--- src/rtl/powlib_dpram_wrarb_if.sv ---
// Requester-side handshake and dpram write-port bundle for powlib_dpram_wrarb.
// The arbiter uses the slave modport; the requesters/dpram side uses master.
interface powlib_dpram_wrarb_if #(
    parameter int W    = 16,
    parameter int WIDX = 3,
    parameter int N    = 4,
    parameter int GW   = 2
);
    logic [N-1:0]      reqvld;
    logic [N*WIDX-1:0] reqidx;
    logic [N*W-1:0]    reqdata;
    logic [N-1:0]      reqlck;
    logic [N-1:0]      reqrdy;
    logic [WIDX-1:0]   wridx;
    logic [W-1:0]      wrdata;
    logic              wrvld;
    logic [GW-1:0]     gntidx;

    modport master (
        output reqvld, reqidx, reqdata, reqlck,
        input  reqrdy, wridx, wrdata, wrvld, gntidx
    );

    modport slave (
        input  reqvld, reqidx, reqdata, reqlck,
        output reqrdy, wridx, wrdata, wrvld, gntidx
    );
endinterface

--- src/rtl/powlib_dpram_wrarb.sv ---
// Round-robin arbiter sharing one powlib_dpram write port among N requesters,
// with bounded lock bursts so one requester's beats land back-to-back.
module powlib_dpram_wrarb #(
    parameter int W      = 16,
    parameter int D      = 8,
    parameter int WIDX   = (D > 1) ? $clog2(D) : 1,
    parameter int N      = 4,
    parameter int MAXLCK = 8,
    parameter int GW     = (N > 1) ? $clog2(N) : 1
) (
    input  logic clk,
    input  logic rst,
    powlib_dpram_wrarb_if.slave bus
);
    localparam int CW = (MAXLCK > 0) ? $clog2(MAXLCK + 1) : 1;
    localparam logic [GW-1:0] PTR_RST = GW'(N - 1);

    typedef enum logic [0:0] {
        ST_IDLE = 1'b0,
        ST_LOCK = 1'b1
    } state_t;

    state_t          state_r;
    logic [GW-1:0]   own_r;
    logic [GW-1:0]   ptr_r;
    logic [CW-1:0]   lckcnt_r;
    logic [GW-1:0]   gnt_r;
    logic [WIDX-1:0] wridx_r;
    logic [W-1:0]    wrdata_r;
    logic            wrvld_r;

    logic [GW-1:0]   sel_s;
    logic            hit_s;
    logic            acc_s;
    logic            lck_s;
    logic            last_s;
    logic [N-1:0]    rdy_s;
    int              cand_s;

    // Candidate selection: the lock owner only, otherwise first valid after ptr.
    always_comb begin
        sel_s  = '0;
        hit_s  = 1'b0;
        cand_s = 0;
        if (state_r == ST_LOCK) begin
            sel_s = own_r;
            hit_s = bus.reqvld[own_r];
        end else begin
            for (int k = 1; k <= N; k++) begin
                cand_s = (int'(ptr_r) + k) % N;
                if (!hit_s && bus.reqvld[GW'(cand_s)]) begin
                    hit_s = 1'b1;
                    sel_s = GW'(cand_s);
                end else begin
                    hit_s = hit_s;
                end
            end
        end
    end

    // One-hot ready, suppressed while reset is asserted.
    always_comb begin
        rdy_s = '0;
        if (hit_s && !rst) begin
            rdy_s[sel_s] = 1'b1;
        end else begin
            rdy_s = '0;
        end
    end

    assign acc_s  = hit_s & ~rst;
    assign lck_s  = bus.reqlck[sel_s];
    // A locked beat closes the burst when lock drops or the beat count hits the cap.
    assign last_s = ~lck_s |
                    ((MAXLCK != 0) &&
                     (({1'b0, lckcnt_r} + (CW+1)'(1)) == (CW+1)'(MAXLCK)));

    // Write-port registers, round-robin pointer and lock state.
    always_ff @(posedge clk) begin
        if (rst) begin
            state_r  <= ST_IDLE;
            own_r    <= '0;
            ptr_r    <= PTR_RST;
            lckcnt_r <= '0;
            wrvld_r  <= 1'b0;
            wridx_r  <= '0;
            wrdata_r <= '0;
            gnt_r    <= '0;
        end else begin
            wrvld_r <= acc_s;
            if (acc_s) begin
                wridx_r  <= bus.reqidx[WIDX*sel_s +: WIDX];
                wrdata_r <= bus.reqdata[W*sel_s +: W];
                gnt_r    <= sel_s;
                ptr_r    <= sel_s;
                case (state_r)
                    ST_IDLE: begin
                        if (lck_s && (MAXLCK != 1)) begin
                            state_r  <= ST_LOCK;
                            own_r    <= sel_s;
                            lckcnt_r <= CW'(1);
                        end else begin
                            state_r  <= ST_IDLE;
                        end
                    end
                    ST_LOCK: begin
                        if (last_s) begin
                            state_r  <= ST_IDLE;
                            lckcnt_r <= '0;
                        end else if (MAXLCK != 0) begin
                            lckcnt_r <= lckcnt_r + CW'(1);
                        end else begin
                            lckcnt_r <= lckcnt_r;
                        end
                    end
                    default: begin
                        state_r  <= ST_IDLE;
                        lckcnt_r <= '0;
                    end
                endcase
            end else begin
                state_r <= state_r;
            end
        end
    end

    assign bus.reqrdy = rdy_s;
    assign bus.wridx  = wridx_r;
    assign bus.wrdata = wrdata_r;
    assign bus.wrvld  = wrvld_r;
    assign bus.gntidx = gnt_r;
endmodule
--- src/flat_wrapper.sv ---
// flat-port wrapper written by rule: the top's interface ports become plain ports
module powlib_dpram_wrarb_flat 
#(
    parameter int W      = 16,
    parameter int D      = 8,
    parameter int WIDX   = (D > 1) ? $clog2(D) : 1,
    parameter int N      = 4,
    parameter int MAXLCK = 8,
    parameter int GW     = (N > 1) ? $clog2(N) : 1
)
  (clk, rst, bus_reqvld, bus_reqidx, bus_reqdata, bus_reqlck, bus_reqrdy, bus_wridx, bus_wrdata, bus_wrvld, bus_gntidx);
  powlib_dpram_wrarb_if #(.W(W), .WIDX(WIDX), .N(N), .GW(GW)) bus_i ();
  input  logic clk;
  input  logic rst;
  input wire logic [$bits(bus_i.reqvld)-1:0] bus_reqvld;
  input wire logic [$bits(bus_i.reqidx)-1:0] bus_reqidx;
  input wire logic [$bits(bus_i.reqdata)-1:0] bus_reqdata;
  input wire logic [$bits(bus_i.reqlck)-1:0] bus_reqlck;
  output wire logic [$bits(bus_i.reqrdy)-1:0] bus_reqrdy;
  output wire logic [$bits(bus_i.wridx)-1:0] bus_wridx;
  output wire logic [$bits(bus_i.wrdata)-1:0] bus_wrdata;
  output wire logic [$bits(bus_i.wrvld)-1:0] bus_wrvld;
  output wire logic [$bits(bus_i.gntidx)-1:0] bus_gntidx;
  assign bus_i.reqvld = bus_reqvld;
  assign bus_i.reqidx = bus_reqidx;
  assign bus_i.reqdata = bus_reqdata;
  assign bus_i.reqlck = bus_reqlck;
  assign bus_reqrdy = bus_i.reqrdy;
  assign bus_wridx = bus_i.wridx;
  assign bus_wrdata = bus_i.wrdata;
  assign bus_wrvld = bus_i.wrvld;
  assign bus_gntidx = bus_i.gntidx;
  powlib_dpram_wrarb #(.W(W), .D(D), .WIDX(WIDX), .N(N), .MAXLCK(MAXLCK), .GW(GW)) u_core (.clk(clk), .rst(rst), .bus(bus_i));
endmodule
--- config.mk ---
export PLATFORM = sky130hd
export DESIGN_NAME = powlib_dpram_wrarb_flat
export DESIGN_NICKNAME = d
export VERILOG_FILES = /design/src/rtl/powlib_dpram_wrarb_if.sv /design/src/rtl/powlib_dpram_wrarb.sv /design/src/flat_wrapper.sv
export SDC_FILE = /design/constraint.sdc
export NUM_CORES = 1
export LEC_CHECK = 0
export BUFFER_PORTS_ARGS = -buffer_cell sky130_fd_sc_hd__buf_4
export CORE_MARGIN = 3
export CORE_UTILIZATION = 48
export DETAILED_ROUTE_END_ITERATION = 16
export PLACE_DENSITY = 0.85
export SLEW_MARGIN = 20
export SYNTH_ARGS = -nofsm -noshare
export SYNTH_HDL_FRONTEND = slang
export SYNTH_SLANG_ARGS = --single-unit
--- constraint.sdc ---
create_clock -name clk -period 3 [get_ports clk]
set_input_delay 0.3 -clock clk [delete_from_list [all_inputs] [get_ports clk]]
set_output_delay 0.3 -clock clk [all_outputs]
set_load 0.02 [all_outputs]
**Yosys cells after proc, flatten, opt, wreduce, memory -nomap -nowiden**

Index checks and enable logic that the tools add are counted.

- Bits in registers: 31
- Input port bits: 86
- Output and inout bits: 26
- Word-level logic and storage cells: 80

- Add/subtract/negate cells: 6
- Multipliers: 1
- Magnitude comparators: 7
- Equality and inequality tests: 2
- Shift-type cells: 2
- Muxes and demuxes: 38
- Bitwise logic cells: 5
- Reductions and logical operators: 11

Operators with widths:

| cell | count |
|---|---|
| $shiftx 64x7->16 | 1 |
| $mux 1 | 21 |
| $lt 2x4->1 const B | 4 |
| $bmux 1 s2 | 6 |
| $mux 4 | 3 |
| $shiftx 12x5->3 | 1 |
| $mux 2 | 5 |
| $pmux 4 s2 | 1 |
| $lt 2x3->1 const B | 2 |
| $add 4x1->5 const B | 1 |
| $eq 5x4->1 const B | 1 |
| $logic_and 1x1->1 | 5 |
| $add 2x1->2 const B | 2 |
| $add 2x2->2 const B | 2 |
| $add 4x1->4 const B | 1 |
| $logic_not 1->1 | 4 |
| $mul 2x2->4 const A | 1 |
| $not 1->1 | 3 |
| $reduce_and 3->1 | 1 |
| $demux 1 s2 | 1 |
| $ge 2x1->1 const B | 1 |
| $ne 2x1->1 const B | 1 |
| $pmux 1 s2 | 1 |
| $reduce_and 2->1 | 1 |
| other kinds (2) | 2 |

**Longest topological paths before layout**

Gate-level depths: netlist (run 1).

- Depth after elaboration: 24
- Depth in mapped cells: 9
- Mapped depth without buffers: 7

**Worst setup path after synthesis (run 1)**

OpenSTA, ideal clock, no wires.

- Path kind: register -> output
- Start point: reg u_core.ptr_r[0]
- End point: out bus_reqrdy[1]
- Arrival time: 1.916 ns
- Data required time: 2.700 ns
- Slack: 0.784 ns
- Cell stages (with the launch flop): 8
- Path buffers: 3
- Cells stage by stage: dfxtp_1 > buf_6 > mux4_1 > a311oi_1 > or3_1 > buf_2 > buf_2 > nor3_1

- Longest elaborated chain between the ends: 23
- Elaborated cells between the ends (all ways): 42
- Classes of those cells: 4 x add/sub; 2 x order compare; 28 x mux; 8 x reduce/logical

Ends and longest elaborated chain:

| element | line | RTL |
|---|---|---|
| start: declaration | powlib_dpram_wrarb.sv:25 | `logic [GW-1:0] ptr_r;` |
| start signal: assignment | powlib_dpram_wrarb.sv:95 | `ptr_r <= sel_s;` |
| $add 2x1->2 | powlib_dpram_wrarb.sv:50 | `cand_s = (int'(ptr_r) + k) % N;` |
| $bmux 1 s2 | powlib_dpram_wrarb.sv:51 | `if (!hit_s && bus.reqvld[GW'(cand_s)]) begin` |
| $mux 1 (implied by the code) (2 in a row) | powlib_dpram_wrarb.sv:51 |  |
| $mux 1 | powlib_dpram_wrarb.sv:51 |  |
| $mux 1 | powlib_dpram_wrarb.sv:45 | `if (state_r == ST_LOCK) begin` |
| $logic_not 1->1 | powlib_dpram_wrarb.sv:51 |  |
| $logic_and 1x1->1 | powlib_dpram_wrarb.sv:51 |  |
| $mux 1 | powlib_dpram_wrarb.sv:51 |  |
| (+6 left out) | - |  |
| $logic_and 1x1->1 | powlib_dpram_wrarb.sv:51 |  |
| $mux 2 | powlib_dpram_wrarb.sv:51 |  |
| $mux 2 | powlib_dpram_wrarb.sv:45 |  |
| $lt 2x3->1 (implied by the code) or $ge 2x1->1 (tied branches) | powlib_dpram_wrarb.sv:65 | `rdy_s[sel_s] = 1'b1;` |
| $logic_and 1x1->1 (implied by the code) | powlib_dpram_wrarb.sv:65 |  |
| $mux 1 (implied by the code) | powlib_dpram_wrarb.sv:65 |  |
| $demux 1 s2 | - |  |
| $mux 4 (*) | powlib_dpram_wrarb.sv:64 | `if (hit_s && !rst) begin` |
| end: declaration | flat_wrapper.sv:19 | `output wire logic [$bits(bus_i.reqrdy)-1:0] bus_reqrdy;` |

Mark *: on every way between the ends. The rest lies on a longest branch, timed or not. The select of a mux whose other input is x is not followed.

**Worst setup path in the final report (run 1)**

- Start point: reg u_core.ptr_r[0]
- End point: out bus_reqrdy[3]

Same word-level chain as after synthesis.

==> impl_results.html, run 1 <==
<table>
<tr><th>Metric</th><th>Value</th></tr>
<tr><th colspan="2">Status</th></tr>
<tr><td>Run status</td><td>finished clean</td></tr>
<tr><th colspan="2">Critical path</th></tr>
<tr><td>Sort of element at the start of the critical path</td><td>flip-flop</td></tr>
<tr><td>Termination of the worst setup path</td><td>bus_reqrdy[3]</td></tr>
<tr><td>Crit-path leading delay family</td><td>multiplexers</td></tr>
<tr><td>Data required time of the worst path</td><td>about 2700 ps</td></tr>
<tr><td>Logic depth of the worst register-to-register path</td><td>6</td></tr>
<tr><td>Minimum setup slack among reg-to-reg paths</td><td>approximately 660 ps</td></tr>
<tr><td>Startpoint of the most critical setup path</td><td>u_core.ptr_r[0]</td></tr>
<tr><td>WP depth</td><td>6</td></tr>
<tr><td>Sort of element at the end of the critical path</td><td>output port</td></tr>
<tr><td>Number of buffers and inverters on the critical path</td><td>2</td></tr>
<tr><td>Cell breakdown of the critical path</td><td>mux4_1 &gt; a311oi_1 &gt; or3_1 &gt; buf_4 &gt; nor3_1 &gt; buf_4</td></tr>
<tr><td>Worst-path cell with the longest stage delay</td><td>sky130_fd_sc_hd__mux4_1</td></tr>
<tr><td>Startpoint of the most critical register-to-register path</td><td>u_core.ptr_r[0]</td></tr>
<tr><td>CP dominant cell by count</td><td>sky130_fd_sc_hd__buf_4</td></tr>
<tr><td>Maximum fanout encountered on the critical timing path</td><td>46</td></tr>
<tr><td>Slowest cell delay on critical path</td><td>580 ps</td></tr>
<tr><td>Endpoint of the most critical register-to-register path</td><td>u_core.bus.wridx[2]</td></tr>
<tr><td>Type of the worst setup path</td><td>reg2out</td></tr>
<tr><td>Data arrival time at the worst-slack endpoint</td><td>between 2000 and 2500 ps</td></tr>
<tr><th colspan="2">Clock tree</th></tr>
<tr><td>Clock latency of the later-clocked register in the worst-skew pair</td><td>about 290 ps</td></tr>
<tr><td>Max clock buf depth</td><td>2</td></tr>
<tr><td>Clock tree from TritonCTS</td><td>built</td></tr>
<tr><td>Resized Gates After CTS</td><td>0</td></tr>
<tr><td>Number of hold buffers added after CTS</td><td>0</td></tr>
<tr><td>Number of CTS-inserted buffers</td><td>5</td></tr>
<tr><td>Post-CTS setup repair buffer count</td><td>0</td></tr>
<tr><td>Number of levels in the clock H-tree</td><td>2</td></tr>
<tr><td>Sinks on Clock Net</td><td>31</td></tr>
<tr><td>Root cell of the clock tree</td><td>sky130_fd_sc_hd__clkbuf_8</td></tr>
<tr><td>Clock-pin slew of the registers on the worst-case setup and hold paths</td><td>70 ps</td></tr>
<tr><th colspan="2">Pwr</th></tr>
<tr><td>P_int</td><td>about 0.0017 W</td></tr>
<tr><td>Flop pwr share</td><td>about a quarter</td></tr>
<tr><td>Power per cell area</td><td>between 900 and 1000 mW/mm^2</td></tr>
<tr><td>Share of power burned in the clock network</td><td>15.0%</td></tr>
<tr><td>Leakage power</td><td>1.35 nW</td></tr>
<tr><td>Combinational power share</td><td>60.0%</td></tr>
<tr><td>Peak supply drop</td><td>555 uV</td></tr>
<tr><td>P_sw</td><td>0.00127 W</td></tr>
<tr><td>Switching share of power</td><td>43.4%</td></tr>
<tr><td>Total power after layout</td><td>0.00292 W</td></tr>
<tr><th colspan="2">Timing</th></tr>
<tr><td>Max-Slew Margin vs Limit</td><td>approximately 60%</td></tr>
<tr><td>Min Tclk post-route</td><td>2710 ps</td></tr>
<tr><td>Transition time at the pin with the least slew margin</td><td>593 ps</td></tr>
<tr><td>Final setup violation count</td><td>0</td></tr>
<tr><td>Period utilization</td><td>90.2%</td></tr>
<tr><td>Hold violation count in the final report</td><td>0</td></tr>
<tr><td>Fin. max-slew vios</td><td>0</td></tr>
<tr><td>Post-Route Hold Slack</td><td>roughly 280 ps</td></tr>
<tr><td>Highest Clock Rate</td><td>~0.37 GHz</td></tr>
<tr><td>Final setup TNS</td><td>0 ps</td></tr>
<tr><td>Largest clock skew in the final design</td><td>between 7 and 8 ps</td></tr>
<tr><td>RSZ-0062 raised after global routing</td><td>no</td></tr>
<tr><th colspan="2">Die</th></tr>
<tr><td>Die Outline Area</td><td>slightly above 0.005 sq mm</td></tr>
<tr><td>Starting Density</td><td>50.6%</td></tr>
<tr><td>Height of the die</td><td>71.6 microns</td></tr>
<tr><td>I/O pin count</td><td>about 110</td></tr>
<tr><td>Width of the chip</td><td>between 70 and 80 microns</td></tr>
<tr><td>Core area</td><td>0.00409 sq mm</td></tr>
<tr><td>Core Rows</td><td>23</td></tr>
<tr><th colspan="2">Drt</th></tr>
<tr><td>Remaining antenna violation count after routing</td><td>0</td></tr>
<tr><td>Average vias per placed instance</td><td>5.86</td></tr>
<tr><td>Detailed router's first-iteration violation count</td><td>147</td></tr>
<tr><td>Remaining routing DRC violations</td><td>0</td></tr>
<tr><td>Vias</td><td>2328</td></tr>
<tr><td>WL per Instance</td><td>16.7 microns</td></tr>
<tr><td>Detailed-route wire length</td><td>6630 microns</td></tr>
<tr><td>Detailed Routing Iterations Pass 1</td><td>4</td></tr>
<tr><th colspan="2">Synth</th></tr>
<tr><td>Sequential-to-total area share from yosys stat</td><td>between 30% and 40%</td></tr>
<tr><td>Synthesized area divided by synthesized cell count</td><td>8.40 sq um</td></tr>
<tr><td>Post-synth ARST share</td><td>0%</td></tr>
<tr><td>Synth cell types</td><td>50</td></tr>
<tr><td>Number of warnings printed during yosys synthesis</td><td>0</td></tr>
<tr><td>Net Count, Synth</td><td>333</td></tr>
<tr><td>Cell with the most instances after synthesis</td><td>sky130_fd_sc_hd__nand2_1</td></tr>
<tr><td>Most used standard cells in the synthesized netlist</td><td>sky130_fd_sc_hd__nand2_1 (38), sky130_fd_sc_hd__dfxtp_1 (31), sky130_fd_sc_hd__a21oi_1 (21)</td></tr>
<tr><td>FF+latch count, synth</td><td>31</td></tr>
<tr><td>Synth area leaders</td><td>sky130_fd_sc_hd__dfxtp_1 (30%), sky130_fd_sc_hd__mux2i_1 (9.2%), sky130_fd_sc_hd__nand2_1 (6.9%)</td></tr>
<tr><td>Most frequently used flop master after synthesis</td><td>sky130_fd_sc_hd__dfxtp_1</td></tr>
<tr><td>Cell Area, Synth</td><td>0.00207 sq mm</td></tr>
<tr><td>Leading area contributor after synthesis</td><td>sky130_fd_sc_hd__dfxtp_1</td></tr>
<tr><td>Number of enable flip-flop cells after synthesis</td><td>0</td></tr>
<tr><td>Top cell type's share of synthesized area</td><td>between 30% and 40%</td></tr>
<tr><td>Number of standard cells after synthesis</td><td>246</td></tr>
<tr><th colspan="2">Global routing</th></tr>
<tr><td>Gr busiest metal</td><td>met2</td></tr>
<tr><td>Global-route wire length before repair</td><td>between 10000 and 15000 microns</td></tr>
<tr><td>Antenna violations before repair</td><td>0</td></tr>
<tr><td>Number of global-route vias before repair</td><td>2379</td></tr>
<tr><td>Global router's overall resource usage</td><td>25.8%</td></tr>
<tr><td>Maximum number of pins on one net before global-route repair</td><td>47</td></tr>
<tr><td>Met1 Track Usage GR</td><td>30.6%</td></tr>
<tr><td>M3 GR Usage</td><td>6.03%</td></tr>
<tr><td>Remaining global-route overflow</td><td>0</td></tr>
<tr><td>Global routing met2 resource utilization</td><td>a little under half</td></tr>
<tr><th colspan="2">Final layout</th></tr>
<tr><td>P&amp;R area growth vs syn</td><td>46.2%</td></tr>
<tr><td>Number of diodes added for antenna fixing</td><td>0</td></tr>
<tr><td>Fraction of final layout cells with drive strength greater than 1</td><td>42.7%</td></tr>
<tr><td>Total number of nets in the final design</td><td>433</td></tr>
<tr><td>Fill cell instance count of the final layout</td><td>339</td></tr>
<tr><td>Post-layout util</td><td>74.0%</td></tr>
<tr><th colspan="2">Run</th></tr>
<tr><td>Max-cap violation count</td><td>0</td></tr>
<tr><th colspan="2">Placed design</th></tr>
<tr><td>I/O Buffers</td><td>between 100 and 150</td></tr>
<tr><td>DPL Wire Length</td><td>4860 microns</td></tr>
<tr><td>Routability cong.</td><td>0.931</td></tr>
<tr><th colspan="2">Hold path</th></tr>
<tr><td>Worst Min Path Start</td><td>rst</td></tr>
<tr><td>Hold WC Path Type</td><td>in2reg</td></tr>
</table>
-- cells in the final DEF, fill, tap and decap left out, types with 4 or more instances in the layout --
master                     instances
sky130_fd_sc_hd__buf_4           116
sky130_fd_sc_hd__nand2_1          38
sky130_fd_sc_hd__dfxtp_1          31
sky130_fd_sc_hd__a21oi_1          21
sky130_fd_sc_hd__mux2i_1          19
sky130_fd_sc_hd__a31o_2           16
sky130_fd_sc_hd__a221oi_1         15
sky130_fd_sc_hd__nand3_1           9
sky130_fd_sc_hd__nor3_1            7
sky130_fd_sc_hd__o21ai_0           6
sky130_fd_sc_hd__clkbuf_8          6
sky130_fd_sc_hd__nor2_1            5
sky130_fd_sc_hd__a32o_1            4
-- cell families after synthesis --
group | share of synthesized area, %
flip-flops | 30.0
AND/OR/NAND/NOR | 20.7
buffers and inverters | 7.02
adder cells (fa/ha/maj) | 0.605
multiplexers | 11.7
AO/OA/AOI/OAI | 29.9
-- flip-flops by register name (all words and copies together), names as in the netlist --
register / flops
u_core.lckcnt_r: 4
u_core.bus.gntidx: 2
u_core.bus.wrdata: 16
u_core.ptr_r: 2
u_core.bus.wridx: 3
u_core.state_r: 1
u_core.bus.wrvld: 1
u_core.own_r: 2
-- power by group through the flow --
stage | clock [W] | sequential (W) | combinational (W)
after floorplan | 0 | 0.000827 | 0.00112
after global placement | 0 | 0.000719 | 0.00170
after detailed placement | 0 | 0.000731 | 0.00173
after CTS | 0.000445 | 0.000725 | 0.00174
after global routing | 0.000463 | 0.000751 | 0.00190
final | 0.000437 | 0.000730 | 0.00175
-- metrics by stage --
stage / setup slack [ps] / instance area (sq um) / instances
detailed placement: 616 / 2910 / 389
global placement: 661 / 2910 / 389
floorplan: 784 / 2070 / 246
finish: 293 / 3020 / 397
global route: 159 / 3020 / 397
CTS: 294 / 3020 / 397
-- how the worst min path moves through the flow --
stage                            endpoint  slack, ps  cells past startpoint
global placement    u_core.bus.wrdata[14]        460                      2
floorplan                 u_core.own_r[0]        460                      2
CTS                    u_core.lckcnt_r[0]        280                      2
global route           u_core.lckcnt_r[0]        290                      2
detailed placement  u_core.bus.wrdata[13]        470                      2
finish                 u_core.lckcnt_r[0]        280                      2
-- routing by layer --
layer,routed length (microns),up-vias
met5,0,-
met4,93,0
met3,349,12
met2,3530,68
met1,2650,1111
li1,-,1137
-- area by class of cell --
type | count | area (sq um) | share of cell area (%)
Clock buffer | 6 | 82.6 | 2.73
Clock inverter | 2 | 35.0 | 1.16
Inverter | 4 | 15.0 | 0.497
Timing Repair Buffer | 117 | 891 | 29.5
Tap cell | 50 | 62.6 | 2.07
Sequential cell | 31 | 621 | 20.5
Multi-Input combinational cell | 187 | 1320 | 43.5
Note: power is estimated with default switching activity, not from simulation.
==> run 2: changes to the inputs <==
--- a/config.mk
+++ b/config.mk
@@ -6,10 +6,12 @@
 export NUM_CORES = 1
 export LEC_CHECK = 0
 export BUFFER_PORTS_ARGS = -buffer_cell sky130_fd_sc_hd__buf_4
+export CELL_PAD_IN_SITES_DETAIL_PLACEMENT = 1
+export CELL_PAD_IN_SITES_GLOBAL_PLACEMENT = 1
 export CORE_MARGIN = 3
-export CORE_UTILIZATION = 48
+export CORE_UTILIZATION = 34
 export DETAILED_ROUTE_END_ITERATION = 16
-export PLACE_DENSITY = 0.85
+export PLACE_DENSITY_LB_ADDON = 0.1
 export SLEW_MARGIN = 20
 export SYNTH_ARGS = -nofsm -noshare
 export SYNTH_HDL_FRONTEND = slang
==> impl_results.html, run 2 (synthesis results as in run 1) <==
<table>
<tr><th>Metric</th><th>Value</th></tr>
<tr><th colspan="2">Critical path</th></tr>
<tr><td>Maximum fanout encountered on the critical timing path</td><td>46</td></tr>
<tr><td>Sort of element at the end of the critical path</td><td>output port</td></tr>
<tr><td>CP dominant cell by count</td><td>sky130_fd_sc_hd__buf_4</td></tr>
<tr><td>Slowest cell delay on critical path</td><td>around 590 ps</td></tr>
<tr><td>Number of buffers and inverters on the critical path</td><td>2</td></tr>
<tr><td>Worst-path cell with the longest stage delay</td><td>sky130_fd_sc_hd__mux4_1</td></tr>
<tr><td>Type of the worst setup path</td><td>reg2out</td></tr>
<tr><td>Crit-path leading delay family</td><td>multiplexers</td></tr>
<tr><td>Data required time of the worst path</td><td>2700 ps</td></tr>
<tr><td>Data arrival time at the worst-slack endpoint</td><td>2480 ps</td></tr>
<tr><td>Sort of element at the start of the critical path</td><td>flip-flop</td></tr>
<tr><td>Cell breakdown of the critical path</td><td>mux4_1 &gt; a311oi_1 &gt; or3_1 &gt; buf_4 &gt; nor3_1 &gt; buf_4</td></tr>
<tr><th colspan="2">Clock tree</th></tr>
<tr><td>Sinks on Clock Net</td><td>31</td></tr>
<tr><td>Root cell of the clock tree</td><td>sky130_fd_sc_hd__clkbuf_8</td></tr>
<tr><td>Resized Gates After CTS</td><td>0</td></tr>
<tr><td>Clock latency of the later-clocked register in the worst-skew pair</td><td>between 200 and 300 ps</td></tr>
<tr><td>Number of levels in the clock H-tree</td><td>2</td></tr>
<tr><td>Clock tree from TritonCTS</td><td>built</td></tr>
<tr><td>Clock-pin slew of the registers on the worst-case setup and hold paths</td><td>70 ps</td></tr>
<tr><td>Number of hold buffers added after CTS</td><td>0</td></tr>
<tr><td>Max clock buf depth</td><td>2</td></tr>
<tr><td>Number of CTS-inserted buffers</td><td>5</td></tr>
<tr><td>Post-CTS setup repair buffer count</td><td>0</td></tr>
<tr><th colspan="2">Timing</th></tr>
<tr><td>Final setup violation count</td><td>0</td></tr>
<tr><td>Fin. max-slew vios</td><td>0</td></tr>
<tr><td>RSZ-0062 raised after global routing</td><td>no</td></tr>
<tr><td>Max-Slew Margin vs Limit</td><td>between 50% and 60%</td></tr>
<tr><td>Largest clock skew in the final design</td><td>approximately 7.3 ps</td></tr>
<tr><td>Period utilization</td><td>92.6%</td></tr>
<tr><td>Transition time at the pin with the least slew margin</td><td>roughly 640 ps</td></tr>
<tr><td>Min Tclk post-route</td><td>2780 ps</td></tr>
<tr><td>Setup slack after layout</td><td>approximately 220 ps</td></tr>
<tr><td>Post-Route Hold Slack</td><td>293 ps</td></tr>
<tr><td>Final setup TNS</td><td>0 ps</td></tr>
<tr><td>Highest Clock Rate</td><td>0.360 GHz</td></tr>
<tr><td>Hold violation count in the final report</td><td>0</td></tr>
<tr><th colspan="2">Global routing</th></tr>
<tr><td>Antenna violations before repair</td><td>0</td></tr>
<tr><td>Global-route wire length before repair</td><td>11800 microns</td></tr>
<tr><td>Number of global-route vias before repair</td><td>2412</td></tr>
<tr><td>Global router's overall resource usage</td><td>20.4%</td></tr>
<tr><td>Maximum number of pins on one net before global-route repair</td><td>47</td></tr>
<tr><td>Remaining global-route overflow</td><td>0</td></tr>
<tr><th colspan="2">Drt</th></tr>
<tr><td>Length of routed wiring on met1</td><td>3050 microns</td></tr>
<tr><td>Met3 routed wirelength</td><td>between 500 and 600 microns</td></tr>
<tr><td>Average vias per placed instance</td><td>around 5.5</td></tr>
<tr><td>Vias</td><td>~2300</td></tr>
<tr><td>Top layer reached by signal wires</td><td>met4</td></tr>
<tr><td>WL per Instance</td><td>between 15 and 20 microns</td></tr>
<tr><td>Detailed Routing Iterations Pass 1</td><td>3</td></tr>
<tr><td>Remaining routing DRC violations</td><td>0</td></tr>
<tr><td>Remaining antenna violation count after routing</td><td>0</td></tr>
<tr><td>Detailed-route wire length</td><td>7220 microns</td></tr>
<tr><td>Detailed router's first-iteration violation count</td><td>105</td></tr>
<tr><td>Met2 layer wire length in the routed design</td><td>3580 microns</td></tr>
<tr><th colspan="2">Final layout</th></tr>
<tr><td>Fraction of final layout cells with drive strength greater than 1</td><td>42.4%</td></tr>
<tr><td>Number of diodes added for antenna fixing</td><td>0</td></tr>
<tr><td>Total number of nets in the final design</td><td>433</td></tr>
<tr><td>Most common cell after layout, fill and taps aside</td><td>sky130_fd_sc_hd__buf_4</td></tr>
<tr><td>Flip-flop count of the largest register after layout</td><td>16</td></tr>
<tr><td>Post-route cell area</td><td>0.00303 sq mm</td></tr>
<tr><td>Most frequent cells in the layout</td><td>sky130_fd_sc_hd__buf_4 (116), sky130_fd_sc_hd__nand2_1 (38), sky130_fd_sc_hd__dfxtp_1 (31), sky130_fd_sc_hd__a21oi_1 (21), sky130_fd_sc_hd__mux2i_1 (19)</td></tr>
<tr><td>P&amp;R area growth vs syn</td><td>46.7%</td></tr>
<tr><td>Post-layout util</td><td>53.1%</td></tr>
<tr><th colspan="2">Placed design</th></tr>
<tr><td>DPL Wire Length</td><td>5310 microns</td></tr>
<tr><td>I/O Buffers</td><td>approximately 110</td></tr>
<tr><td>Pre-CTS setup slack</td><td>535 ps</td></tr>
<tr><td>Placed inst area</td><td>0.00293 sq mm</td></tr>
<tr><td>Routability cong.</td><td>0.815</td></tr>
<tr><th colspan="2">Run</th></tr>
<tr><td>Max-cap violation count</td><td>0</td></tr>
<tr><th colspan="2">Die</th></tr>
<tr><td>Die Outline Area</td><td>0.00705 sq mm</td></tr>
<tr><td>Height of the die</td><td>84.0 microns</td></tr>
<tr><td>Core Rows</td><td>27</td></tr>
<tr><td>Core area</td><td>~0.0057 sq mm</td></tr>
<tr><td>Starting Density</td><td>36.2%</td></tr>
<tr><td>Width of the chip</td><td>84.0 microns</td></tr>
<tr><td>I/O pin count</td><td>112</td></tr>
<tr><th colspan="2">Hold path</th></tr>
<tr><td>Hold WC Path Type</td><td>in2reg</td></tr>
<tr><th colspan="2">Pwr</th></tr>
<tr><td>Leakage power</td><td>1.34 nW</td></tr>
<tr><td>Peak supply drop</td><td>approximately 430 uV</td></tr>
<tr><td>Power per cell area</td><td>approximately 950 mW/mm^2</td></tr>
<tr><th colspan="2">Status</th></tr>
<tr><td>Run status</td><td>finished clean</td></tr>
</table>
run 2: cell count changes in the layout (fill, tap and decap cells not counted), sizes merged:
cell    previous run  this run
bufinv             1         0
clkbuf             6         8
clkinv             3         2
run 2: where the power goes:
group,leakage (nW),switching [W],internal [W]
clock network,0.0515,0.000161,0.000209
registers,0.258,0.000146,0.000585
logic,1.03,0.000969,0.000797
run 2: final cells by class:
type	count	area, sq um
fillers	706	2680
well taps	72	90.1
multi-input cells	187	1320
inverters	4	15.0
repair buffers	117	891
clock buffers	8	100
flip-flops and latches	31	621
run 2: per-layer routing:
layer  global-route usage [%]  up-vias
li1                         -     1135
met1                     24.2     1110
met2                     35.2       67
met3                     6.91        5
met4                     5.12        0
met5                        0        -
run 2: worst paths after layout:
check,to,cells past startpoint,startpoint,slack (ps)
min,u_core.lckcnt_r[0],2,rst,290
max,bus_reqrdy[1],6,u_core.ptr_r[0],220
min reg2reg,u_core.bus.wrdata[13],2,u_core.bus.wrdata[13],480
max reg2reg,u_core.bus.wridx[2],6,u_core.ptr_r[0],580
run 2: through the flow:
step | instances | total power (W)
5_1_grt | 419 | 0.00308
3_3_place_gp | 411 | 0.00247
3_5_place_dp | 411 | 0.00251
4_1_cts | 419 | 0.00290
2_1_floorplan | 246 | 0.00194
6_report | 419 | 0.00287
run 2: worst register-to-register path, stage by stage, from the launching register on:
cell and delay [ps]:
sky130_fd_sc_hd__dfxtp_1 480, sky130_fd_sc_hd__mux4_1 590, sky130_fd_sc_hd__a311oi_1 260, sky130_fd_sc_hd__or3_1 180, sky130_fd_sc_hd__buf_4 410, sky130_fd_sc_hd__a221oi_1 150, sky130_fd_sc_hd__a31o_2 250
